$ cat src/rtl/load_store_unit.sv
// rtl/load_store_unit.sv - RV32I load/store unit with sub-word merge and load extension
module load_store_unit (
  input  logic        i_clk,
  input  logic        i_rst,
  input  logic        i_req_valid,
  output logic        o_req_ready,
  input  logic        i_req_we,
  input  logic [2:0]  i_req_funct3,
  input  logic [31:0] i_req_addr,
  input  logic [31:0] i_req_wdata,
  output logic        o_mem_we,
  output logic [31:0] o_mem_addr,
  output logic [31:0] o_mem_wdata,
  input  logic [31:0] i_mem_rdata,
  output logic        o_resp_valid,
  output logic [31:0] o_resp_rdata,
  output logic        o_resp_err
);

  typedef enum logic [1:0] {
    IDLE   = 2'd0,
    ACCESS = 2'd1,
    WRITE  = 2'd2,
    RESP   = 2'd3
  } state_t;

  state_t      state;
  logic        req_we;
  logic [2:0]  req_funct3;
  logic [1:0]  req_lane;
  logic [31:0] req_wdata;
  logic        mem_we_q;
  logic        req_err;
  logic [7:0]  lane_byte;
  logic [15:0] lane_half;
  logic [31:0] load_data;
  logic [31:0] merged;

  // Ready only while idle; IDLE encodes as zero so reset leaves the unit ready.
  assign o_req_ready = (state == IDLE);

  // A write strobe must never escape while reset is being applied.
  assign o_mem_we = mem_we_q & ~i_rst;

  // Classify the incoming request as misaligned or illegal.
  always_comb begin
    req_err = 1'b0;
    if (i_req_we) begin
      case (i_req_funct3)
        3'b000:  req_err = 1'b0;
        3'b001:  req_err = i_req_addr[0];
        3'b010:  req_err = (i_req_addr[1:0] != 2'b00);
        default: req_err = 1'b1;
      endcase
    end else begin
      case (i_req_funct3)
        3'b000, 3'b100: req_err = 1'b0;
        3'b001, 3'b101: req_err = i_req_addr[0];
        3'b010:         req_err = (i_req_addr[1:0] != 2'b00);
        default:        req_err = 1'b1;
      endcase
    end
  end

  // Pick the addressed lane from the read word and extend it to 32 bits.
  always_comb begin
    lane_byte = 8'd0;
    case (req_lane)
      2'd0: lane_byte = i_mem_rdata[7:0];
      2'd1: lane_byte = i_mem_rdata[15:8];
      2'd2: lane_byte = i_mem_rdata[23:16];
      2'd3: lane_byte = i_mem_rdata[31:24];
      default: lane_byte = 8'd0;
    endcase
    lane_half = req_lane[1] ? i_mem_rdata[31:16] : i_mem_rdata[15:0];
    case (req_funct3)
      3'b000:  load_data = {{24{lane_byte[7]}}, lane_byte};
      3'b001:  load_data = {{16{lane_half[15]}}, lane_half};
      3'b100:  load_data = {24'd0, lane_byte};
      3'b101:  load_data = {16'd0, lane_half};
      default: load_data = i_mem_rdata;
    endcase
  end

  // Read-modify-write: drop the store byte/halfword into its lane of the read word.
  always_comb begin
    merged = i_mem_rdata;
    if (req_funct3[0]) begin
      if (req_lane[1]) merged[31:16] = req_wdata[15:0];
      else             merged[15:0]  = req_wdata[15:0];
    end else begin
      case (req_lane)
        2'd0: merged[7:0]   = req_wdata[7:0];
        2'd1: merged[15:8]  = req_wdata[7:0];
        2'd2: merged[23:16] = req_wdata[7:0];
        2'd3: merged[31:24] = req_wdata[7:0];
        default: merged = i_mem_rdata;
      endcase
    end
  end

  // Request sequencer with registered memory and response outputs.
  always_ff @(posedge i_clk) begin
    if (i_rst) begin
      state        <= IDLE;
      req_we       <= 1'b0;
      req_funct3   <= 3'd0;
      req_lane     <= 2'd0;
      req_wdata    <= 32'd0;
      mem_we_q     <= 1'b0;
      o_mem_addr   <= 32'd0;
      o_mem_wdata  <= 32'd0;
      o_resp_valid <= 1'b0;
      o_resp_rdata <= 32'd0;
      o_resp_err   <= 1'b0;
    end else begin
      o_resp_valid <= 1'b0;
      case (state)
        IDLE: begin
          if (i_req_valid) begin
            req_we     <= i_req_we;
            req_funct3 <= i_req_funct3;
            req_lane   <= i_req_addr[1:0];
            req_wdata  <= i_req_wdata;
            if (req_err) begin
              state        <= RESP;
              o_resp_valid <= 1'b1;
              o_resp_err   <= 1'b1;
              o_resp_rdata <= 32'd0;
            end else begin
              state      <= ACCESS;
              o_mem_addr <= {i_req_addr[31:2], 2'b00};
              if (i_req_we && i_req_funct3 == 3'b010) begin
                mem_we_q    <= 1'b1;
                o_mem_wdata <= i_req_wdata;
              end
            end
          end
        end
        ACCESS: begin
          if (!req_we) begin
            state        <= RESP;
            o_resp_valid <= 1'b1;
            o_resp_err   <= 1'b0;
            o_resp_rdata <= load_data;
            o_mem_addr   <= 32'd0;
          end else if (req_funct3 == 3'b010) begin
            state        <= RESP;
            o_resp_valid <= 1'b1;
            o_resp_err   <= 1'b0;
            o_resp_rdata <= 32'd0;
            mem_we_q     <= 1'b0;
            o_mem_wdata  <= 32'd0;
            o_mem_addr   <= 32'd0;
          end else begin
            state       <= WRITE;
            mem_we_q    <= 1'b1;
            o_mem_wdata <= merged;
          end
        end
        WRITE: begin
          state        <= RESP;
          o_resp_valid <= 1'b1;
          o_resp_err   <= 1'b0;
          o_resp_rdata <= 32'd0;
          mem_we_q     <= 1'b0;
          o_mem_wdata  <= 32'd0;
          o_mem_addr   <= 32'd0;
        end
        RESP: begin
          state      <= IDLE;
          o_resp_err <= 1'b0;
        end
        default: state <= IDLE;
      endcase
    end
  end

endmodule
$ cat config.mk
export PLATFORM = sky130hd
export DESIGN_NAME = load_store_unit
export DESIGN_NICKNAME = d
export VERILOG_FILES = /design/src/rtl/load_store_unit.sv
export SDC_FILE = /design/constraint.sdc
export NUM_CORES = 1
export LEC_CHECK = 0
export BUFFER_PORTS_ARGS = -buffer_cell sky130_fd_sc_hd__buf_2
export CORE_MARGIN = 8
export CORE_UTILIZATION = 44
export DETAILED_ROUTE_END_ITERATION = 10
export PLACE_DENSITY = 0.7
export SETUP_SLACK_MARGIN = 0.02
export SYNTH_ARGS = -nofsm -noshare
export SYNTH_HDL_FRONTEND = slang
export SYNTH_SLANG_ARGS = --single-unit
export TNS_END_PERCENT = 100
$ cat constraint.sdc
create_clock -name i_clk -period 4.95 [get_ports i_clk]
set_clock_uncertainty 0.2 [all_clocks]
set_input_delay 0.495 -clock i_clk [delete_from_list [all_inputs] [get_ports i_clk]]
set_output_delay 0.495 -clock i_clk [all_outputs]
set_load 0.01 [all_outputs]
After elaboration in Yosys (flattened, before gate mapping)
Index checks and enable logic that the tools add are counted.

storage, ports and cells
  input port bits = 103
  output and inout bits = 100
  flip-flop bits (word level) = 123
  logic and storage cells = 97

cells by class
  bitwise operators = 2
  equality and inequality tests = 20
  reduce and logical (&&, ||, !) cells = 15
  multiplexer cells = 49

operators with widths
  kind                                                                     count
  32-bit two-way mux                                                       13
  32-bit one-hot mux with 3 select lines                                   3
  32-bit one-hot mux with 4 select lines                                   1
  16-bit two-way mux                                                       3
  8-bit two-way mux                                                        4
  8-bit one-hot mux with 4 select lines                                    1
  1-bit two-way mux                                                        16
  1-bit one-hot mux with 3 select lines                                    5
  3-bit == test, second input constant                                     4
  2-bit == test, second input constant                                     4
  2-bit one-hot mux with 4 select lines                                    1
  4-bit AND reduction                                                      2
  3-bit by 1-bit == test with 1-bit output, second input constant          2
  3-bit by 2-bit == test with 1-bit output, second input constant          2
  3-bit zero test                                                          2
  2-bit inequality test, second input constant                             3
  2-bit OR reduction                                                       3
  5-bit AND reduction                                                      1
  2-bit by 1-bit == test with 1-bit output, second input constant          2
  2-bit zero test                                                          2
  2-bit two-way mux                                                        2
  2-bit by 1-bit inequality test with 1-bit output, second input constant  2
  3-bit inequality test, second input constant                             1
  3-bit AND reduction                                                      1
  other kinds (6)                                                          6

Longest topological paths before layout
Gate-level depths: netlist of run 1.

  depth after elaboration = 7
  depth in mapped cells = 10
  depth with buffers taken out = 6

Least setup slack after synthesis of run 1
Ideal clock, no wire load.

  path kind = register -> register
  from = register state[0]
  to = register o_mem_addr[24]
  arrival = 2.129 ns
  cell stages (with the launch flop) = 9
  required time = 4.680 ns
  path buffers = 2
  library setup time = 0.070 ns
  path slack = 2.550 ns
  period minus slack after synthesis = 2.400 ns
  cells stage by stage = dfxtp_1 -> inv_1 -> ha_1 -> clkbuf_1 -> nor2b_1 -> a311o_1 -> clkbuf_1 -> or4b_1 -> a21oi_1

between the ends
  cells in the longest elaborated chain, start to end = 3
  elaborated cells on any way between the ends = 9
  those cells by class = 5 x eq/ne; 1 x mux; 3 x reduce/logical

RTL lines
  element                                                                       RTL line  text
  start: declaration                                                            27        state_t state;
  start signal: assignment                                                      105       state <= IDLE;
  start signal: assignment                                                      126       state <= RESP;
  start signal: assignment                                                      131       state <= ACCESS;
  2-bit zero test (*)                                                           n/a
  via o_req_ready                                                               6         output logic o_req_ready,
  2-bit inequality test (no source line) or 3-bit nonzero test (tied branches)  n/a
  4-bit AND reduction (no source line)                                          n/a
  end signal: assignment                                                        132       o_mem_addr <= {i_req_addr[31:2], 2'b00};
  end: declaration                                                              12        output logic [31:0] o_mem_addr,

Mark *: on every way through the listed nets, which the timed path passes. The rest lies on a longest branch.
A chain may end at the register's enable or synchronous reset.

Worst setup path in the final report of run 1
  from = register req_funct3[0]
  to = register o_resp_rdata[7]

between the ends
  cells in the longest elaborated chain, start to end = 4
  elaborated cells on any way between the ends = 10
  those cells by class = 5 x eq/ne; 3 x mux; 2 x reduce/logical

RTL lines
  element                                      RTL line  text
  start: declaration                           29        logic [2:0] req_funct3;
  start signal: assignment                     122       req_funct3 <= i_req_funct3;
  3-bit == test, or another cell as far along  76        case (req_funct3)
  32-bit one-hot mux with 4 select lines       76
  32-bit two-way mux                           141       if (!req_we) begin
  32-bit one-hot mux with 3 select lines       118       case (state)
  end signal: assignment                       145       o_resp_rdata <= load_data;
  end: declaration                             16        output logic [31:0] o_resp_rdata,

Several ways; a longest one is shown, not always the timed one.

==> flow_summary.json, run 1 <==
{
  "hold_ws_ns": 0.1346,
  "cts_sinks": 121,
  "max_clock_freq_ghz": 0.2890,
  "grt_max_degree": 72,
  "fin_crit_ns": 3.461,
  "ys_warn_count": 0,
  "io_buffers": 200,
  "syn_area_sq_um": 6560,
  "ys.flop_type": "dfxtp_1",
  "nets": 1050,
  "overflow": 0,
  "grt_pass1_vias": 6240,
  "multi_input_area_sq_um": 3709,
  "dp.cells": 1108,
  "end_kind": "flop",
  "postCtsSetupBuffers": 0,
  "status": "finished clean",
  "drc_errors": 0,
  "critPathArrivalTime_ns": 3.57,
  "vias": 6653,
  "dieArea_sq_um": 19070,
  "start_util": 0.4514,
  "place_area_sq_um": 7535,
  "min_path_cells": 3,
  "core_sq_um": 14530,
  "drt-initial-drc-count": 596,
  "vdd_drop_max_v": 0.0004250,
  "grt_usage": 0.2130,
  "antenna_found_initial": 0,
  "cellLeakagePower_nw": 3.419,
  "r2r-start": "req_funct3[0]",
  "dieHeight_um": 138.1,
  "grt_pass1_wl_mm": 33.78,
  "cts_htree_levels": 4,
  "worstPathRequired_ns": 5.06,
  "crit_chain": "or3b_4 > a31oi_2 > buf_4 > and2_1 > buf_4 > mux2_2",
  "min_period_over_period": 0.6991,
  "yosysMostFrequentCell": "dfxtp_1",
  "pre_cts_ws_ns": 1.519,
  "path_class": "reg -> reg",
  "area_growth_pct": 24.79,
  "ctsResizeCount": 0,
  "post-synth-top-area-cell": "dfxtp_1",
  "firstDrtPassIters": 5,
  "nFillCells": 1422,
  "p_per_area_nw_per_um2": 632.4,
  "cp_slowest_stage_delay_ns": 0.67,
  "netlist.area_leader.share": 0.3693,
  "gp_congestion": 0.8349,
  "hpwl_mm": 15.29,
  "cts_tree": "done",
  "hold_buffers": 0,
  "slew_headroom": 0.2396,
  "cts-buffers-inserted": 17,
  "rows": 44,
  "postSynthCellCount": 796,
  "slowest_stage": "dfxtp_1",
  "postRouteAntennaNets": 0,
  "grt_setup_unrepaired": "no",
  "worstHoldStart": "i_req_wdata[14]",
  "crit_fanout": 35,
  "yosysSeqAreaShare": 0.3693,
  "ys_ff_latch": 121,
  "drv_slew": 0,
  "worst_slew_pin_slew_ns": 1.136,
  "seqCellArea_sq_um": 2422,
  "synth.distinct_cells": 47,
  "final_util": 0.5633,
  "setup_slack_ns": 1.489,
  "fin_cells": 1140,
  "reg2reg_slack_ns": 1.49,
  "min_path_type": "in -> reg",
  "cts-root-buf": "clkbuf_16",
  "synth_area_leaders": "dfxtp_1, a21oi_1, nand2_1, or4b_1, clkbuf_1",
  "cp_common_cell": "buf_4",
  "async_flop_share": 0,
  "num_io_pins": 203,
  "syn_area_per_cell_sq_um": 8.241,
  "start_kind": "flop",
  "hold_viol": 0,
  "wl_per_cell_um": 18.75,
  "die_w_um": 138.1,
  "diodes": 0,
  "drive_gt1_frac": 0.2772,
  "cap_violations": 0,
  "viasPerCell": 5.836,
  "worst-r2r-cell-count": 6,
  "fin_area_sq_um": 8187,
  "cts.clk_slew.worst_paths_ns": 0.06,
  "routed_wl_mm": 21.38,
  "critPathLaunch": "req_funct3[0]",
  "cts_buffer_depth": 2,
  "setup_viol": 0,
  "insertion_delay_ns": 0.42,
  "ys_top_cells_by_count": "dfxtp_1, a21oi_1, nand2_1, clkbuf_1, o21ai_0",
  "synth_edf_count": 0,
  "power_mw": 5.177,
  "tns_ns": 0
}
where the power goes:
part	internal, mW	switching [mW]
Clock	0.894	0.471
Combinational	0.886	1.48
Sequential	1.27	0.184
Total	3.05	2.13
layout make-up:
cell class / instances / share of cell area
Multi-Input combinational cell: 572 / 0.4530
Sequential cell: 121 / 0.2959
Timing Repair Buffer: 215 / 0.1360
Clock buffer: 17 / 0.05196
Tap cell: 184 / 0.02812
Clock inverter: 15 / 0.02766
Inverter: 16 / 0.007336
final timing paths:
path	to
setup / recovery	o_resp_rdata[7]
hold / removal	req_wdata[14]
setup reg to reg	o_resp_rdata[7]
hold reg to reg	req_wdata[8]
registers in the layout, indices dropped and copies added (netlist names):
name / flops
mem_we_q: 1
o_mem_addr: 30
o_mem_wdata: 32
o_resp_err: 1
o_resp_rdata: 32
o_resp_valid: 1
req_funct3: 3
req_lane: 2
req_wdata: 16
req_we: 1
state: 2
worst max-delay path, delay by kind of cell, from the launching register on:
| family | cells | cell delay, ns |
|---|---|---|
| buffers and inverters | 2 | 0.64 |
| AND/OR/NAND/NOR | 2 | 1.26 |
| flip-flops | 1 | 0.67 |
| multiplexers | 1 | 0.36 |
| AO/OA/AOI/OAI | 1 | 0.21 |
logic make-up (layout without fill, tap and decap cells):
family	count (synthesis)	in the layout	share of synthesized area
DFF	121	121	0.3693
AOI/OAI and AO/OA	309	309	0.3151
other	1	2	0.0005716
buffers and inverters	104	263	0.06733
muxes	25	25	0.04062
and+or+nand+nor	232	232	0.1995
adders and majority gates	4	4	0.007630
placed cells by master, fill, tap and decap left out, types with 17 or more instances in the layout:
| cell | count |
|---|---|
| or4b_1 | 30 |
| a221oi_1 | 18 |
| clkbuf_16 | 17 |
| nor2b_1 | 36 |
| nand2_1 | 83 |
| nor2_1 | 23 |
| nand2b_1 | 20 |
| a21oi_1 | 112 |
| o22ai_1 | 24 |
| mux2i_1 | 21 |
| buf_2 | 200 |
| a31o_1 | 24 |
| o21ai_0 | 47 |
| dfxtp_1 | 121 |
per-layer routing:
layer	up-vias	part of all wire	wire length (um)	GRT usage
li1	3232	-	-	-
met1	3079	0.45	9520	0.2819
met2	307	0.44	9438	0.3188
met3	35	0.094	2007	0.06404
met4	0	0.019	410	0.07895
met5	-	0	0	0
Power figures use the tool's default switching activity.
==> inputs of run 2 (changes only) <==
Settings changed: PLACE_DENSITY 0.7 to 0.73.
Clock period 4.95 ns to 3.1 ns, I/O delays scaled along.
==> flow_summary.json, run 2 (synthesis gave the netlist of run 1 again) <==
{
  "status": "finished with violations",
  "violations": "hold timing",
  "setup_viol": 0,
  "reg2reg_slack_ns": 0.60,
  "num_io_pins": 203,
  "drv_slew": 0,
  "nets": 1086,
  "cts.clk_slew.worst_paths_ns": 0.06,
  "slew_headroom": 0.4613,
  "cts_buffer_depth": 2,
  "power.share.sequential": 0.275,
  "wl_per_cell_um": 18.77,
  "cts-buffers-inserted": 17,
  "drive_gt1_frac": 0.2714,
  "power_frac_comb": 0.470,
  "layout_commonest_cell": "buf_2",
  "max_clock_freq_ghz": 0.3915,
  "internal_power_mw": 4.921,
  "worstPathRequired_ns": 3.25,
  "mostFrequentLayoutCells": "buf_2, dfxtp_1, a21oi_1",
  "hold_path_end": "req_lane[1]",
  "overflow": 0,
  "postRouteAntennaNets": 0,
  "cts-root-buf": "clkbuf_16",
  "hold_viol": 1,
  "dieHeight_um": 138.1,
  "dieArea_sq_um": 19070,
  "start_kind": "primary input",
  "worst_slew_pin_slew_ns": 0.8060,
  "crit_fanout": 60,
  "vias": 6744,
  "io_buffers": 200,
  "grt_max_degree": 65,
  "worst-r2r-cell-count": 7,
  "end_kind": "flop",
  "worstHoldStart": "i_req_addr[1]",
  "r2r-end": "o_mem_addr[17]",
  "vdd_drop_max_v": 0.0005052,
  "fin_cells": 1176,
  "setup_slack_ns": 0.5459,
  "drc_errors": 0,
  "reg_top3": "o_mem_wdata x32, o_resp_rdata x32, o_mem_addr x30",
  "grt_pass1_wl_mm": 34.69,
  "core_sq_um": 14530,
  "switching_power_mw": 3.398,
  "drt-initial-drc-count": 531,
  "hpwl_mm": 15.63,
  "gp_congestion": 0.8474,
  "die_w_um": 138.1,
  "antenna_found_initial": 1,
  "viasPerCell": 5.735,
  "routed_wl_mm": 22.08,
  "fin_crit_ns": 2.554,
  "min_period_over_period": 0.8239,
  "cts_htree_levels": 4,
  "grt_setup_unrepaired": "no",
  "ctsResizeCount": 0,
  "path_class": "in -> reg",
  "min_path_type": "in -> reg",
  "r2r-start": "state[1]",
  "cts_sinks": 121,
  "clkPwrFrac": 0.255,
  "rows": 44,
  "start_util": 0.4514,
  "area_growth_pct": 29.41,
  "firstDrtPassIters": 6,
  "dp.cells": 1118,
  "pre_cts_ws_ns": 0.6475,
  "hold_ws_ns": -0.01419,
  "tns_ns": 0,
  "min_path_cells": 3,
  "grt_usage": 0.2190,
  "p_per_area_nw_per_um2": 980.0,
  "sw_frac_of_total": 0.4085,
  "critPathArrivalTime_ns": 2.70,
  "cts_tree": "done",
  "insertion_delay_ns": 0.42,
  "cap_violations": 0,
  "cellLeakagePower_nw": 3.566,
  "power_mw": 8.320,
  "grt_pass1_vias": 6413
}
==> run 2: cell types whose count changed in the layout (fill, tap and decap cells not counted) <==
cell,before,now
buf_4,15,25
clkbuf_1,0,5
clkinv_2,2,3
clkinv_4,5,0
clkinvlp_4,3,1
diode_2,0,1
dlygate4sd3_1,0,26
==> run 2: worst max path at each step <==
stage	startpoint	end	slack (ns)	cells after the start
finish	i_req_addr[0]	o_mem_addr[17]	0.55	7
global route	i_req_addr[0]	o_mem_addr[17]	0.41	7
CTS	i_req_addr[0]	o_mem_addr[27]	0.57	7
detailed placement	req_funct3[2]	o_mem_addr[17]	0.65	5
global placement	i_req_funct3[2]	o_mem_addr[26]	0.70	6
floorplan	state[0]	o_mem_addr[24]	0.70	8
==> run 2: final cells by class <==
| class | instances | area, sq um |
|---|---|---|
| multi-input combinational | 572 | 3709 |
| clock inverter | 9 | 172.7 |
| timing repair buffer | 251 | 1449 |
| clock buffer | 22 | 444.2 |
| fill | 1329 | 6045 |
| antenna | 1 | 2.502 |
| sequential | 121 | 2422 |
| tap | 184 | 230.2 |
| inverter | 16 | 60.06 |
==> run 2: per-stage QoR <==
step	util	area, sq um
after global routing	0.5841	8489
after CTS	0.5839	8487
after global placement	0.5236	7610
after floorplan	-	6564
after detailed placement	0.5236	7610
final	0.5841	8489
==> run 2: critical path, stage by stage <==
cell	delay (ns)
dlygate4sd3_1	0.54
buf_2	0.13
or4_4	0.50
and3_1	0.20
buf_4	0.27
or4b_1	0.56
a21oi_1	0.17
==> run 2: power by group through the flow <==
stage	Sequential (mW)	Clock, mW	Combinational (mW)
floorplan	2.45	0	2.53
global placement	2.30	0	3.80
detailed placement	2.31	0	3.84
CTS	2.29	2.14	3.88
global route	2.34	2.21	4.30
finish	2.29	2.12	3.91
==> run 2: per-layer routing <==
metal,vias to the layer above,GRT usage,part of all wire
met5,-,0,0
met2,298,0.3280,0.44
met3,29,0.07363,0.091
li1,3303,-,-
met4,0,0.08124,0.019
met1,3114,0.2853,0.45
==> run 2: repair_timing <==
| item | CTS | global route |
|---|---|---|
| buffers inserted | 0 | 0 |
| hold buffers | 26 | 0 |
| endpoints found under the hold margin | 34 | 0 |
